File: src/rtl/vga_pkg.sv
// vga_pkg: shared frame-buffer geometry, display timing limits and scheduler state encoding
package vga_pkg;
  localparam int FB_W = 320;
  localparam int FB_H = 240;
  localparam int FB_PIXELS = FB_W * FB_H;
  localparam int ADDR_W = 17;
  localparam int HACTIVE = 640;
  localparam int VACTIVE = 480;
  typedef enum logic [1:0] {IDLE, WAIT_VBLANK, WRITING} state_t;
endpackage

File: src/rtl/raster_addr_counter.sv
// raster_addr_counter: frame write address counter with clear, increment and terminal flag
module raster_addr_counter #(
  parameter int ADDR_W = vga_pkg::ADDR_W,
  parameter int LAST = vga_pkg::FB_PIXELS - 1
) (
  input  logic              clk,
  input  logic              rst,
  input  logic              clr,
  input  logic              inc,
  output logic [ADDR_W-1:0] cnt,
  output logic              last
);
  logic [ADDR_W-1:0] cnt_q, cnt_d;
  always_comb begin
    cnt_d = clr ? '0 : cnt_q + ADDR_W'(inc);
  end
  always_ff @(posedge clk or posedge rst) begin
    if (rst) cnt_q <= '0;
    else cnt_q <= cnt_d;
  end
  assign cnt = cnt_q;
  assign last = cnt_q == ADDR_W'(LAST);
endmodule

File: src/rtl/frame_port_scheduler.sv
// frame_port_scheduler: shares one RAM port between 2x-upscaled display reads and frame capture writes
module frame_port_scheduler #(
  parameter int FB_W = vga_pkg::FB_W,
  parameter int FB_H = vga_pkg::FB_H,
  parameter int ADDR_W = vga_pkg::ADDR_W
) (
  input  logic              vgaClk,
  input  logic              rst,
  input  logic [9:0]        hCount,
  input  logic [8:0]        vCount,
  input  logic              start,
  input  logic              wr_valid,
  input  logic [7:0]        wr_data,
  output logic              wr_ready,
  output logic [ADDR_W-1:0] ram_addr,
  output logic              ram_we,
  output logic [7:0]        ram_wdata,
  input  logic [7:0]        ram_rdata,
  output logic [7:0]        pixel,
  output logic              busy,
  output logic              done
);
  import vga_pkg::*;
  state_t state_q, state_d;
  logic slot_q, slot_d, active_q, active_d, done_q, done_d;
  logic [7:0] pixel_q, pixel_d;
  logic active, disp_slot, vb_hit, accept, clr, wr_last;
  logic [ADDR_W-1:0] wr_addr, disp_addr;
  assign active = hCount < 10'(HACTIVE) && vCount < 9'(VACTIVE);
  // even columns of the active region always own the RAM port
  assign disp_slot = active && !hCount[0];
  assign vb_hit = hCount == '0 && vCount == 9'(VACTIVE);
  assign disp_addr = ADDR_W'(32'(vCount[8:1]) * FB_W + 32'(hCount[9:1]));
  assign clr = state_q == WAIT_VBLANK && vb_hit;
  raster_addr_counter #(.ADDR_W(ADDR_W), .LAST(FB_W * FB_H - 1)) u_cnt (
    .clk(vgaClk), .rst(rst), .clr(clr), .inc(accept), .cnt(wr_addr), .last(wr_last)
  );
  always_ff @(posedge vgaClk or posedge rst) begin
    if (rst) state_q <= IDLE;
    else state_q <= state_d;
  end
  always_comb begin
    state_d = state_q == IDLE && start ? WAIT_VBLANK :
              state_q == WAIT_VBLANK && vb_hit ? WRITING :
              state_q == WRITING && accept && wr_last ? IDLE : state_q;
  end
  always_comb begin
    wr_ready = state_q == WRITING && !disp_slot;
    accept = wr_ready && wr_valid;
    ram_we = accept;
    ram_addr = disp_slot ? disp_addr : wr_addr;
    ram_wdata = wr_data;
    busy = state_q != IDLE;
    done = done_q;
    pixel = pixel_q;
  end
  // read data lands one cycle after the slot; the odd column repeats it, blanking forces 0
  always_comb begin
    slot_d = disp_slot;
    active_d = active;
    done_d = accept && wr_last;
    pixel_d = slot_q ? ram_rdata : active_q ? pixel_q : 8'h00;
  end
  always_ff @(posedge vgaClk or posedge rst) begin
    if (rst) begin
      slot_q <= 1'b0;
      active_q <= 1'b0;
      done_q <= 1'b0;
      pixel_q <= 8'h00;
    end else begin
      slot_q <= slot_d;
      active_q <= active_d;
      done_q <= done_d;
      pixel_q <= pixel_d;
    end
  end
endmodule

File: config.mk
export PLATFORM = sky130hd
export DESIGN_NAME = frame_port_scheduler
export DESIGN_NICKNAME = d
export VERILOG_FILES = /design/src/rtl/vga_pkg.sv /design/src/rtl/raster_addr_counter.sv /design/src/rtl/frame_port_scheduler.sv
export SDC_FILE = /design/constraint.sdc
export NUM_CORES = 1
export LEC_CHECK = 0
export ABC_CLOCK_PERIOD_IN_PS = 6200
export CAP_MARGIN = 5
export CORE_MARGIN = 3
export CORE_UTILIZATION = 49
export CTS_CLUSTER_SIZE = 20
export DETAILED_ROUTE_END_ITERATION = 12
export PLACE_DENSITY = 0.86
export SYNTH_ARGS = -nofsm -noshare
export SYNTH_HDL_FRONTEND = slang
export SYNTH_SLANG_ARGS = --single-unit
File: constraint.sdc
create_clock -name vgaClk -period 6.2 [get_ports vgaClk]
set_input_delay 0.93 -clock vgaClk [delete_from_list [all_inputs] [get_ports vgaClk]]
set_output_delay 0.93 -clock vgaClk [all_outputs]
set_load 0.01 [all_outputs]
==> results of run 1 <==
==> sequential cells by signal, summed over array words and instances (netlist names) <==
name	cells
state_q	2
active_q	1
u_cnt.cnt	17
pixel	8
done	1
slot_q	1
==> power groups by stage <==
stage / combinational [mW] / sequential [mW] / clock, mW
global route: 0.166 / 0.206 / 0.211
global placement: 0.149 / 0.209 / 0
finish: 0.152 / 0.206 / 0.198
floorplan: 0.0910 / 0.210 / 0
CTS: 0.153 / 0.206 / 0.200
detailed placement: 0.152 / 0.209 / 0
==> critical path: stages <==
cell	delay, ns
clkdlybuf4s50_1	0.48
ha_1	0.32
ha_1	0.24
fa_1	0.43
a211oi_1	0.38
o21bai_1	0.12
a21oi_1	0.18
xor2_1	0.11
or3_1	0.38
a31oi_1	0.16
clkdlybuf4s50_1	0.55
==> per-layer routing <==
metal | routed length [um] | vias up | GRT usage, %
met5 | 0 | - | 0
met2 | 2470 | 58 | 35.1
met4 | 65 | 0 | 5.12
li1 | - | 896 | -
met3 | 274 | 9 | 5.23
met1 | 2360 | 884 | 25.7
==> synthesized netlist by cell type, types with 2 or more instances <==
cell      instances  share of area, %
dfrtp_1          30                35
nor2_1           26               4.5
ha_1             17               9.8
xor2_1           14               5.6
nand2_1          11               1.9
xnor2_1          10               4.0
a21oi_1           9               2.1
buf_4             9               3.1
mux2_2            9               4.7
nand3_1           9               2.1
a22o_1            8               3.2
inv_1             8               1.4
nor2b_1           6               1.7
o21ai_0           6               1.4
and3_1            4               1.2
clkbuf_1          4              0.69
nand4_1           4               1.2
nor4_1            4               1.2
a211oi_1          3               1.0
and2_1            3              0.86
fa_1              2               1.8
nand2b_1          2              0.58
nor2_2            2              0.58
o31ai_1           2              0.69
or4_1             2              0.69
==> worst max path at each step <==
stage	startpoint	endpoint	slack, ns	cells past startpoint
final	vCount[2]	ram_addr[16]	0.98	11
after global routing	vCount[2]	ram_addr[16]	0.84	11
after CTS	vCount[2]	ram_addr[16]	0.97	11
after detailed placement	vCount[2]	ram_addr[16]	0.98	11
after global placement	vCount[2]	ram_addr[16]	1.04	11
after floorplan	vCount[2]	ram_addr[16]	2.10	9
==> cell families (layout without fill, tap and decap cells) <==
logic type / after synthesis / in the layout / synth area share (%)
flops: 30 / 30 / 34.6
compound gates: 33 / 33 / 10.7
xor+xnor: 25 / 25 / 10.4
buf+inv: 22 / 75 / 5.41
mux: 9 / 9 / 4.67
simple gates: 87 / 87 / 22.6
fa+ha+maj: 19 / 19 / 11.6
==> layout make-up <==
class	count	area (um^2)
fill	338	1290
clock buffer	6	82.6
tap	50	62.6
inverter	8	30.0
multi-input combinational	173	1300
clock inverter	1	30.0
timing repair buffer	60	598
sequential	30	751
==> stage by stage <==
step | hold slack, ns | cells | cell area, um^2 | util, % | worst slack (ns)
2_1_floorplan | 0.467 | 225 | 2170 | - | 2.10
5_1_grt | 0.522 | 328 | 2860 | 69.0 | 0.843
3_5_place_dp | 0.483 | 321 | 2750 | 66.2 | 0.979
3_3_place_gp | 0.479 | 321 | 2750 | 66.2 | 1.04
4_1_cts | 0.502 | 328 | 2860 | 69.0 | 0.971
6_report | 0.495 | 328 | 2860 | 69.0 | 0.981
==> layout by cell type (no fill, tap or decap), types with 6 or more instances in the layout <==
master | synthesis | routed
a21oi_1 | 9 | 9
xor2_1 | 14 | 14
nand2_1 | 11 | 11
o21ai_0 | 6 | 6
xnor2_1 | 10 | 10
a22o_1 | 8 | 8
clkdlybuf4s50_1 | 0 | 59
inv_1 | 8 | 8
nor2_1 | 26 | 26
nand3_1 | 9 | 9
ha_1 | 17 | 17
clkbuf_8 | 0 | 6
dfrtp_1 | 30 | 30
mux2_2 | 9 | 9
nor2b_1 | 6 | 6
==> impl_metrics.toml, run 1 <==
[die]
chipHeight_um = 72.6
num_io_pins = 76
coreArea_mm2 = 0.00414
initial_core_util_pct = 52.4
die_w_um = 72.6
die_area_mm2 = 0.00527
rows = 23

[hold_path]
min_path_type = "flop to flop"
hp-start = "pixel[3]$_DFFE_PP0P_"
worstHoldEndpoint = "pixel[3]$_DFFE_PP0P_"
whs_path_depth = 1

[run]
maxCapViolCount = 0

[sta]
slew_headroom_pct = 24.2
hold_viol_final = 0
skew_ns = 0.00524
setup_viol = 0
period_share_pct = 84.2
slew_violations = 0
fmax_mhz = 192
rsz0062_at_grt = "no"
tightest_slew_ns = 1.14
timing.setup.tns_ns = 0
period_minus_slack_ns = 5.22

[power_and_ir_drop]
p_sw_mw = 0.146
power_frac_clock_pct = 35.7
leakage_nw = 1.27
comb_power_share_pct = 27.3
p_total_mw = 0.556
ir_drop_mv = 0.121
switching_share_pct = 26.2
power.density_mw_per_mm2 = 194
seq_power_share_pct = 37.0
internal_power_mw = 0.410

[grt]
grt_max_degree = 31
grt_usage_pct = 20.5
grt_pass1_vias = 1859
grt_remaining_overflow = 0
antenna_found_initial = 0
grt_first_pass_wirelength_um = 8440

[drt]
drt_iter0_drc = 108
via_per_inst = 5.63
drt_wl_total_um = 5170
dr_total_vias = 1847
drt.antenna.violating_nets = 0
wire_per_inst_um = 15.8
first_pass_iters = 4
drc = 0

[logic_synthesis]
synth.avg_cell_area_um2 = 9.65
syn_inst = 225
synthArstFlopShare_pct = 100
synthFlopType = "dfrtp_1"
ys_seq_area_share_pct = 34.6
syn-cell-area_mm2 = 0.00217
syn_nets = 283
synth_seq_cells = 30
ys_warn_count = 0
synth_edf_count = 0
synth.distinct_cells = 46

[critical_path]
cp-start-kind = "primary input"
critPathMaxFanout = 4
endpoint_kind = "primary output"
reg2regPathDepth = 9
r2r_end = "u_cnt.cnt[12]$_DFF_PP0_"
r2r-start = "state_q[0]$_DFFE_PP0P_"
rrSetupSlack_ns = 3.86
worstPathArrival_ns = 4.29
cp.required_ns = 5.27
crit_type = "primary input to primary output"

[clocking]
hold_buffers = 0
cts_setup_buffers = 0
cts.path.max_buffers = 2
cts_tree = "yes"
clk_latency_ns = 0.28
cts.clk_slew.worst_paths_ns = 0.06
cts_resized = 0
cts_root_buffer = "clkbuf_8"
cts.sinks = 30
cts_made_buffers = 5
htree_levels = 2

[run_status]
status = "complete, no violations"

[final_layout]
drive_gt1_share_pct = 10.1
fin_nets = 336
antenna_cells = 0
area_delta_synth_final_pct = 31.6

[placement]
dp_hpwl_um = 4080
gp_congestion = 0.871
port_buffers = 59
Power figures use the tool's default switching activity.
==> run 2: changes to the inputs <==
Settings changed: ABC_CLOCK_PERIOD_IN_PS 6200 to 4500, CORE_UTILIZATION 49 to 41, PLACE_DENSITY 0.86 to 0.77.
Clock period 6.2 ns to 4.5 ns, I/O delays scaled along.
==> run 2 against run 1 <==
Net effect: setup slack got worse by 0.70 ns; die area increased by 18%; clock skew decreased by 0.00065 ns; clock power increased by 10%; utilization decreased by 8.1 points; critical path depth decreased by 2; wire length decreased by 4.4%; largest power group unchanged; largest cell class unchanged; flip-flop and latch count unchanged; non-clock buffer count increased by 13; count of clock-buffer cells in the layout unchanged; via count decreased by 0.43%; sequential power increased by 37%.
==> impl_metrics.toml, run 2 (same netlist as run 1, synthesis figures left out) <==
[critical_path]
cpMaxStageDelayCell = "clkdlybuf4s50_1"
max_stage_delay_ns = 0.57
path_cells = "clkdlybuf4s50_1 > ha_1 > ha_1 > a21o_1 > a211oi_1 > nor2_1 > xnor2_1 > a21oi_1 > clkdlybuf4s50_1"
endpoint_kind = "primary output"
crit_type = "primary input to primary output"
cp.required_ns = 3.83
worstPathArrival_ns = 3.54
cp-start-kind = "primary input"
critPathMaxFanout = 3
rrSetupSlack_ns = 2.10

[run]
maxCapViolCount = 0

[sta]
rsz0062_at_grt = "no"
setup_viol = 0
slew_violations = 0
fmax_mhz = 237
period_minus_slack_ns = 4.22
slew_headroom_pct = 24.8
skew_ns = 0.00459
hold_viol_final = 0
finalHoldWorstSlack_ns = 0.497
tightest_slew_ns = 1.13
timing.setup.tns_ns = 0
period_share_pct = 93.7

[grt]
grt_usage_pct = 16.6
antenna_found_initial = 0
grt_remaining_overflow = 0
grt_first_pass_wirelength_um = 8310
grt_max_degree = 31
grt_pass1_vias = 1853

[drt]
drt_iter0_drc = 56
drt.antenna.violating_nets = 0
first_pass_iters = 4
routed.top_layer = "met4"
dr_total_vias = 1839
drt_wl_total_um = 4940
wire_per_inst_um = 13.8
drc = 0
met3_length_um = 292
wl_met1_um = 2190
via_per_inst = 5.12
wl_met2_um = 2450

[hold_path]
min_path_type = "flop to flop"

[clocking]
cts.sinks = 30
hold_buffers = 0
cts_tree = "yes"
cts_made_buffers = 5
clk_latency_ns = 0.27
cts.clk_slew.worst_paths_ns = 0.06
cts_root_buffer = "clkbuf_8"
cts.path.max_buffers = 2
htree_levels = 2

[die]
coreArea_mm2 = 0.00491
die_area_mm2 = 0.00621
num_io_pins = 76
rows = 25
chipHeight_um = 78.8
initial_core_util_pct = 44.2
die_w_um = 78.8

[final_layout]
layout_commonest_cell = "clkdlybuf4s50_1"
utilization_pct = 60.8
layout_common_cells = "clkdlybuf4s50_1, dfrtp_1, nor2_1, ha_1, buf_4"
antenna_cells = 0
area_delta_synth_final_pct = 37.5
largest_reg_flops = 17
stdcell_count = 359
drive_gt1_share_pct = 15.1
fin_nets = 349

[placement]
port_buffers = 59
gp_congestion = 0.835
place_inst = 350
dp_hpwl_um = 3900

[power_and_ir_drop]
leakage_nw = 1.37
ir_drop_mv = 0.142
p_total_mw = 0.730
power.density_mw_per_mm2 = 244

[run_status]
status = "complete, no violations"
-- run 2: path summary, 6_finish.rpt --
kind | from | end | cells past startpoint
setup / recovery | vCount[3] | ram_addr[12] | 9
hold / removal | pixel[4]$_DFFE_PP0P_ | pixel[4]$_DFFE_PP0P_ | 1
setup reg to reg | state_q[1]$_DFFE_PP0P_ | state_q[0]$_DFFE_PP0P_ | 4
hold reg to reg | pixel[4]$_DFFE_PP0P_ | pixel[4]$_DFFE_PP0P_ | 1
max in group asynchronous | rst | pixel[6]$_DFFE_PP0P_ | 2
min in group asynchronous | rst | u_cnt.cnt[5]$_DFF_PP0_ | 2
-- run 2: cell type report --
class	count	area, um^2
fillers	437	1920
flip-flops and latches	30	751
clock buffers	6	82.6
well taps	67	83.8
repair buffers	73	702
inverters	8	30.0
multi-input cells	173	1330
clock inverters	2	12.5
-- run 2: critical path: cells and delay by family --
family | cells | cell delay [ns]
AO/OA/AOI/OAI | 3 | 0.86
buffers and inverters | 2 | 1.02
XOR/XNOR | 1 | 0.16
adder cells (fa/ha/maj) | 2 | 0.68
AND/OR/NAND/NOR | 1 | 0.15
-- run 2: layer usage --
layer / vias to the layer above / GRT usage, %
li1: 927 / -
met1: 856 / 20.5
met2: 54 / 29.6
met3: 2 / 5.10
met4: 0 / 1.40
met5: - / 0
-- run 2: power by group --
part / leakage, nW / switching [mW] / internal, mW / total (mW)
Combinational: 0.928 / 0.103 / 0.125 / 0.229
Sequential: 0.397 / 0.00509 / 0.278 / 0.283
Clock: 0.0472 / 0.0955 / 0.123 / 0.218
Total: 1.37 / 0.204 / 0.526 / 0.730
-- run 2: what timing repair did --
action	CTS	global route
setup buffers	0	1
pin swaps	0	1
resized for setup	3	4
endpoints found under the hold margin	0	0
endpoints found under the setup margin	2	3
-- run 2: per-stage QoR --
step | worst slack [ns] | area (um^2)
2_1_floorplan | 0.910 | 2170
3_3_place_gp | 0.000877 | 2860
3_5_place_dp | -0.00435 | 2860
4_1_cts | 0.0160 | 2960
5_1_grt | 0.118 | 2990
6_report | 0.285 | 2990
